[src/rtl/fadd_sched.sv]
// Two-requester front end for a shared pipelined floating-point adder.
// Round-robin grant, per-requester credit limit, tagged in-order result return.
module fadd_sched #(
    parameter int LATENCY = 3,
    parameter int MAX_OUT = 2
) (
    input  logic        clk,
    input  logic        reset,
    input  logic        a_valid,
    output logic        a_ready,
    input  logic [31:0] a_op1,
    input  logic [31:0] a_op2,
    output logic        a_resp_valid,
    output logic [31:0] a_resp_result,
    input  logic        b_valid,
    output logic        b_ready,
    input  logic [31:0] b_op1,
    input  logic [31:0] b_op2,
    output logic        b_resp_valid,
    output logic [31:0] b_resp_result,
    output logic [31:0] fadd_op1,
    output logic [31:0] fadd_op2,
    input  logic [31:0] fadd_result,
    output logic        busy
);

    logic [2:0]       a_cnt_reg, a_cnt_next;
    logic [2:0]       b_cnt_reg, b_cnt_next;
    logic             last_grant_reg;          // 1 = B was granted last
    logic [31:0]      fadd_op1_reg, fadd_op2_reg;
    logic             a_resp_valid_reg, b_resp_valid_reg;
    logic [31:0]      a_resp_result_reg, b_resp_result_reg;
    // Stage 0 loads with the operand register; stage LATENCY lines up with fadd_result.
    logic [LATENCY:0] pipe_valid_reg;
    logic [LATENCY:0] pipe_tag_reg;            // 1 = result belongs to B

    logic a_elig, b_elig, a_grant, b_grant, accept;
    logic final_a, final_b;

    always_comb begin
        a_elig  = a_valid && (a_cnt_reg < 3'(MAX_OUT)) && !reset;
        b_elig  = b_valid && (b_cnt_reg < 3'(MAX_OUT)) && !reset;
        a_grant = a_elig && (!b_elig || last_grant_reg);
        b_grant = b_elig && !a_grant;
        accept  = a_grant || b_grant;
        final_a = pipe_valid_reg[LATENCY] && !pipe_tag_reg[LATENCY];
        final_b = pipe_valid_reg[LATENCY] &&  pipe_tag_reg[LATENCY];
    end

    // A response edge frees a credit; an accept on the same edge cancels it out.
    always_comb begin
        a_cnt_next = a_cnt_reg;
        if (a_grant && !a_resp_valid_reg)
            a_cnt_next = a_cnt_reg + 3'd1;
        else if (!a_grant && a_resp_valid_reg && a_cnt_reg != 3'd0)
            a_cnt_next = a_cnt_reg - 3'd1;
        b_cnt_next = b_cnt_reg;
        if (b_grant && !b_resp_valid_reg)
            b_cnt_next = b_cnt_reg + 3'd1;
        else if (!b_grant && b_resp_valid_reg && b_cnt_reg != 3'd0)
            b_cnt_next = b_cnt_reg - 3'd1;
    end

    always_ff @(posedge clk) begin
        if (reset) begin
            a_cnt_reg         <= 3'd0;
            b_cnt_reg         <= 3'd0;
            last_grant_reg    <= 1'b1;
            fadd_op1_reg      <= 32'h0;
            fadd_op2_reg      <= 32'h0;
            a_resp_valid_reg  <= 1'b0;
            b_resp_valid_reg  <= 1'b0;
            a_resp_result_reg <= 32'h0;
            b_resp_result_reg <= 32'h0;
            pipe_valid_reg[0] <= 1'b0;
            pipe_tag_reg[0]   <= 1'b0;
        end else begin
            a_cnt_reg         <= a_cnt_next;
            b_cnt_reg         <= b_cnt_next;
            pipe_valid_reg[0] <= accept;
            pipe_tag_reg[0]   <= b_grant;
            if (accept) begin
                fadd_op1_reg   <= b_grant ? b_op1 : a_op1;
                fadd_op2_reg   <= b_grant ? b_op2 : a_op2;
                last_grant_reg <= b_grant;
            end
            a_resp_valid_reg <= final_a;
            b_resp_valid_reg <= final_b;
            if (final_a)
                a_resp_result_reg <= fadd_result;
            if (final_b)
                b_resp_result_reg <= fadd_result;
        end
    end

    generate
        for (genvar gi = 1; gi <= LATENCY; gi++) begin : g_stage
            always_ff @(posedge clk) begin
                if (reset) begin
                    pipe_valid_reg[gi] <= 1'b0;
                    pipe_tag_reg[gi]   <= 1'b0;
                end else begin
                    pipe_valid_reg[gi] <= pipe_valid_reg[gi-1];
                    pipe_tag_reg[gi]   <= pipe_tag_reg[gi-1];
                end
            end
        end
    endgenerate

    assign a_ready       = a_grant;
    assign b_ready       = b_grant;
    assign fadd_op1      = fadd_op1_reg;
    assign fadd_op2      = fadd_op2_reg;
    assign a_resp_valid  = a_resp_valid_reg;
    assign b_resp_valid  = b_resp_valid_reg;
    assign a_resp_result = a_resp_result_reg;
    assign b_resp_result = b_resp_result_reg;
    assign busy          = !reset && (|pipe_valid_reg || a_resp_valid_reg || b_resp_valid_reg);

endmodule

[config.mk]
export PLATFORM = sky130hd
export DESIGN_NAME = fadd_sched
export DESIGN_NICKNAME = d
export VERILOG_FILES = /design/src/rtl/fadd_sched.sv
export SDC_FILE = /design/constraint.sdc
export NUM_CORES = 1
export LEC_CHECK = 0
export CAP_MARGIN = 10
export CORE_UTILIZATION = 40
export DETAILED_ROUTE_END_ITERATION = 7
export PLACE_DENSITY = 0.81
export SYNTH_ARGS = -nofsm -noshare
export SYNTH_HDL_FRONTEND = slang
export SYNTH_SLANG_ARGS = --single-unit
[constraint.sdc]
create_clock -name clk -period 3.4 [get_ports clk]
set_input_delay 0.68 -clock clk [delete_from_list [all_inputs] [get_ports clk]]
set_output_delay 0.68 -clock clk [all_outputs]
set_load 0.02 [all_outputs]
Yosys cells after proc, flatten, opt, wreduce, memory -nomap -nowiden:

Index checks and enable logic that the tools add are counted.

* output and inout port bits: 133
* bits of input ports: 164
* logic and storage cells: 60
* register bits: 145

* reductions and logical operators: 31
* add/subtract/negate cells: 4
* muxes and demuxes: 6
* $lt $le $gt $ge: 2

Operator list (number)
* 32-bit 2-to-1 mux: 2
* 1-bit logical AND: 15
* 3-bit 2-to-1 mux: 4
* 1-bit zero test: 7
* 3-bit by 1-bit adder with 3-bit output, second input constant: 2
* 3-bit by 2-bit less-than comparator with 1-bit output, second input constant: 2
* 3-bit nonzero test: 2
* 3-bit by 1-bit subtractor with 3-bit output, second input constant: 2
* 1-bit logical OR: 4
* 2-bit nonzero test: 2
* 4-bit OR reduction: 1

Depth between registers and ports, before layout:

* word-level depth: 13
* mapped depth: 10
* depth with buffers taken out: 9

Worst setup path after synthesis:

Ideal clock, no wire load.

* path kind: input port to flip-flop
* start: input a_valid
* end: register a_cnt_reg[2]
* data required time: 3.279 ns
* stages: 7
* setup time: 0.121 ns
* arrival time: 2.639 ns
* path buffers: 0
* path slack: 0.640 ns
* cell sequence: or3b_1 > nor3_2 > nand2b_1 > fa_1 > nor2b_1 > mux2i_1 > mux2_2

* word-level cells in the longest chain between the ends: 7
* elaborated cells between the ends (all ways): 9
* classes of those cells: mux: 1; reduce/logical: 8

RTL lines
* from (decl): RTL line 9 `input logic a_valid,`
* 1-bit logical AND * (2 in series): RTL line 41 `a_elig = a_valid && (a_cnt_reg < 3'(MAX_OUT)) && !reset;`
* 1-bit logical AND *: RTL line 43 `a_grant = a_elig && (!b_elig || last_grant_reg);`
* via a_ready: RTL line 10 `output logic a_ready,`
* 1-bit zero test: RTL line 55 `else if (!a_grant && a_resp_valid_reg && a_cnt_reg != 3'd0)`
* 1-bit logical AND (2 in series): RTL line 55
* 2-bit nonzero test (no source line)
* to (signal assigned): RTL line 78 `a_cnt_reg <= a_cnt_next;`
* to (decl): RTL line 27 `logic [2:0] a_cnt_reg, a_cnt_next;`

The timed path passes the listed nets; every way through them passes the cells marked *.
A chain may end at the register's enable or synchronous reset.

Final worst setup path:

* start: input b_valid
* end: output b_ready

* word-level cells in the longest chain between the ends: 7

RTL lines
* from (decl): RTL line 15 `input logic b_valid,`
* 1-bit logical AND * (2 in series): RTL line 42 `b_elig = b_valid && (b_cnt_reg < 3'(MAX_OUT)) && !reset;`
* 1-bit zero test: RTL line 43
* 1-bit logical OR: RTL line 43
* 1-bit logical AND: RTL line 43
* 1-bit zero test: RTL line 44 `b_grant = b_elig && !a_grant;`
* 1-bit logical AND *: RTL line 44
* to (decl): RTL line 16 `output logic b_ready,`

Mark *: on every way between the ends. The rest lies on a longest branch, timed or not.

==> out/metrics.csv <==
metric,value,unit
gp_congestion,0.797,
path_max_fanout,5,
end_kind,primary output,
layout.nets,1083,
floorplan.initialDensity,40.8,%
postRouteAntennaNets,0,
n_antenna_cell,0,
yosys.area_share.xor_xnor,0.155,%
clock_latency,0.42,ns
core_region_area,0.0138,mm²
cts-buffers-inserted,17,
leakage,3.64,nW
syn_area_per_cell,8.74,µm²
dieArea,0.0146,mm²
synth_fa_ha_area_share,0.710,%
cts_root_buffer,clkbuf_16,
synth_warnings,0,
arrival,2.57,ns
drive_above_1_share,5.38,%
clk_pin_slew,0.05,ns
start_kind,primary input,
synth-seq-area-share,51.4,%
postCtsHoldBufs,0,
first_pass_iters,4,
drt-initial-drc-count,319,
track_usage,22.8,%
dp_slack,0.143,ns
hold_viol,0,
status,finished clean,
grt_max_degree,129,
syn_area,0.00564,mm²
hold_path.class,flop to flop,
drc_errors,0,
die_w,121,µm
postCtsResizedCells,0,
drv_cap,0,
synthSimpleGateAreaFrac,18.4,%
ys_ff_latch,145,
synth-compound-area-share,12.7,%
muxShareOfSynthArea,12.0,%
fin_hold_ws,0.433,ns
htreeDepth,4,
dp_hpwl,12000,µm
grt_pass1_wl,25400,µm
antenna_found_initial,0,
routed_wl,16800,µm
finalSetupViolations,0,
worstMarginPinSlew,1.07,ns
fin_worst_skew,0.00783,ns
ir_drop,0.000308,V
dieHeight,121,µm
critPathRequiredTime,2.72,ns
cts_max_path_buffers,2,
post_cts_buffers,0,
rows,43,
wl_per_cell,15.1,µm
max_slew_margin,28.7,%
port_buffers,296,
syn2layout_area_growth,64.1,%
avgViaCountPerCell,4.96,
synth_cells,646,
min_period_over_period,95.7,%
syn-num-nets,812,
cts.sinks,145,
dr_total_vias,5511,
synth_top_family_by_area,simple AND/OR/NAND/NOR gates,
rsz0062_at_grt,no,
fin_util,67.0,%
fmax,307,MHz
setup_ws,0.147,ns
path_class,primary input to primary output,
period_minus_slack,3.25,ns
tns,0,ns
ys_types,37,
report.final.slew_viol_count,0,
powerDensity,499,mW/mm²
num_io_pins,297,
grt_pass1_vias,5083,
cts_tree,built,
grt-ovfl-total,0,
==> final cells by class <==
type | count | area [µm²]
clock buffers | 20 | 447
clock inverters | 12 | 134
fillers | 1163 | 4570
inverters | 5 | 18.8
multi-input cells | 442 | 2500
flip-flops and latches | 145 | 2900
well taps | 180 | 225
repair buffers | 306 | 3030
==> final timing paths <==
| path | from | to | slack (ns) | cells after the start |
|---|---|---|---|---|
| max | b_valid | b_ready | 0.15 | 5 |
| min | pipe_tag_reg[1] | pipe_tag_reg[2] | 0.43 | 1 |
| max reg2reg | a_cnt_reg[1] | fadd_op1[28] | 0.96 | 6 |
| min reg2reg | pipe_tag_reg[1] | pipe_tag_reg[2] | 0.43 | 1 |
==> stage by stage <==
step	power (mW)	cell area, µm²	cells
2_1_floorplan	2.34	5640	646
3_3_place_gp	2.82	8680	1078
3_5_place_dp	2.84	8680	1078
4_1_cts	4.66	9260	1110
5_1_grt	4.80	9260	1110
6_report	4.62	9260	1110
==> critical path, cell delays in order <==
cell	delay, ns
clkdlybuf4s50_1	0.46
or3b_1	0.39
a211o_4	0.33
inv_2	0.09
clkdlybuf4s50_1	0.62
==> per-layer routing <==
layer  global-route usage (%)  vias up  wire length, µm
li1                         -     2750                -
met2                     38.0      239             8120
met5                        0        -                0
met1                     24.2     2486             6470
met4                     12.7        0              663
met3                     9.67       36             1540
==> layout by cell type (no fill, tap or decap), types with 2 or more instances in the layout <==
master,count
a21oi_1,67
and2_1,2
buf_4,10
bufinv_16,2
clkbuf_1,2
clkbuf_16,17
clkdlybuf4s50_1,295
clkinv_2,2
clkinvlp_4,5
dfxtp_1,145
fa_1,2
inv_1,3
inv_2,2
inv_6,2
mux2_2,3
mux2i_1,64
nand2_1,132
nand2b_1,5
nand3_1,65
nor2_1,9
nor2b_1,9
o21ai_0,48
o21ai_1,16
or3b_1,2
==> logic make-up (layout without fill, tap and decap cells) <==
group | after synthesis | count (layout)
flip-flops | 145 | 145
AO/OA/AOI/OAI | 139 | 139
multiplexers | 67 | 67
adder cells (fa/ha/maj) | 2 | 2
buffers and inverters | 59 | 343
XOR/XNOR | 1 | 1
AND/OR/NAND/NOR | 233 | 233
==> power by group <==
part           leakage (nW)  internal (mW)  switching, mW
sequential             1.19           1.83         0.0703
clock                 0.269           1.10          0.721
combinational          2.18          0.473          0.430
total                  3.64           3.40           1.22
==> cell usage after synthesis (all sizes together) <==
cell	number	share of area [%]
a211o	1	0.16
a21o	1	0.13
a21oi	67	5.9
a221oi	1	0.16
a31oi	1	0.11
a32oi	1	0.16
and2	2	0.22
buf	19	2.0
clkbuf	35	2.3
dfxtp	145	51
fa	2	0.71
inv	5	0.33
mux2	3	0.60
mux2i	64	11
nand2	132	8.8
nand2b	5	0.55
nand3	65	5.8
nand3b	1	0.13
nand4	1	0.11
nor2	9	0.60
nor2b	10	1.1
nor3	2	0.27
nor3b	1	0.13
nor4	1	0.11
nor4b	1	0.16
o21a	1	0.13
o21ai	64	5.7
o31ai	1	0.13
o32ai	1	0.16
or3	1	0.11
or3b	2	0.31
xnor2	1	0.16
Note: power is estimated with default switching activity, not from simulation.
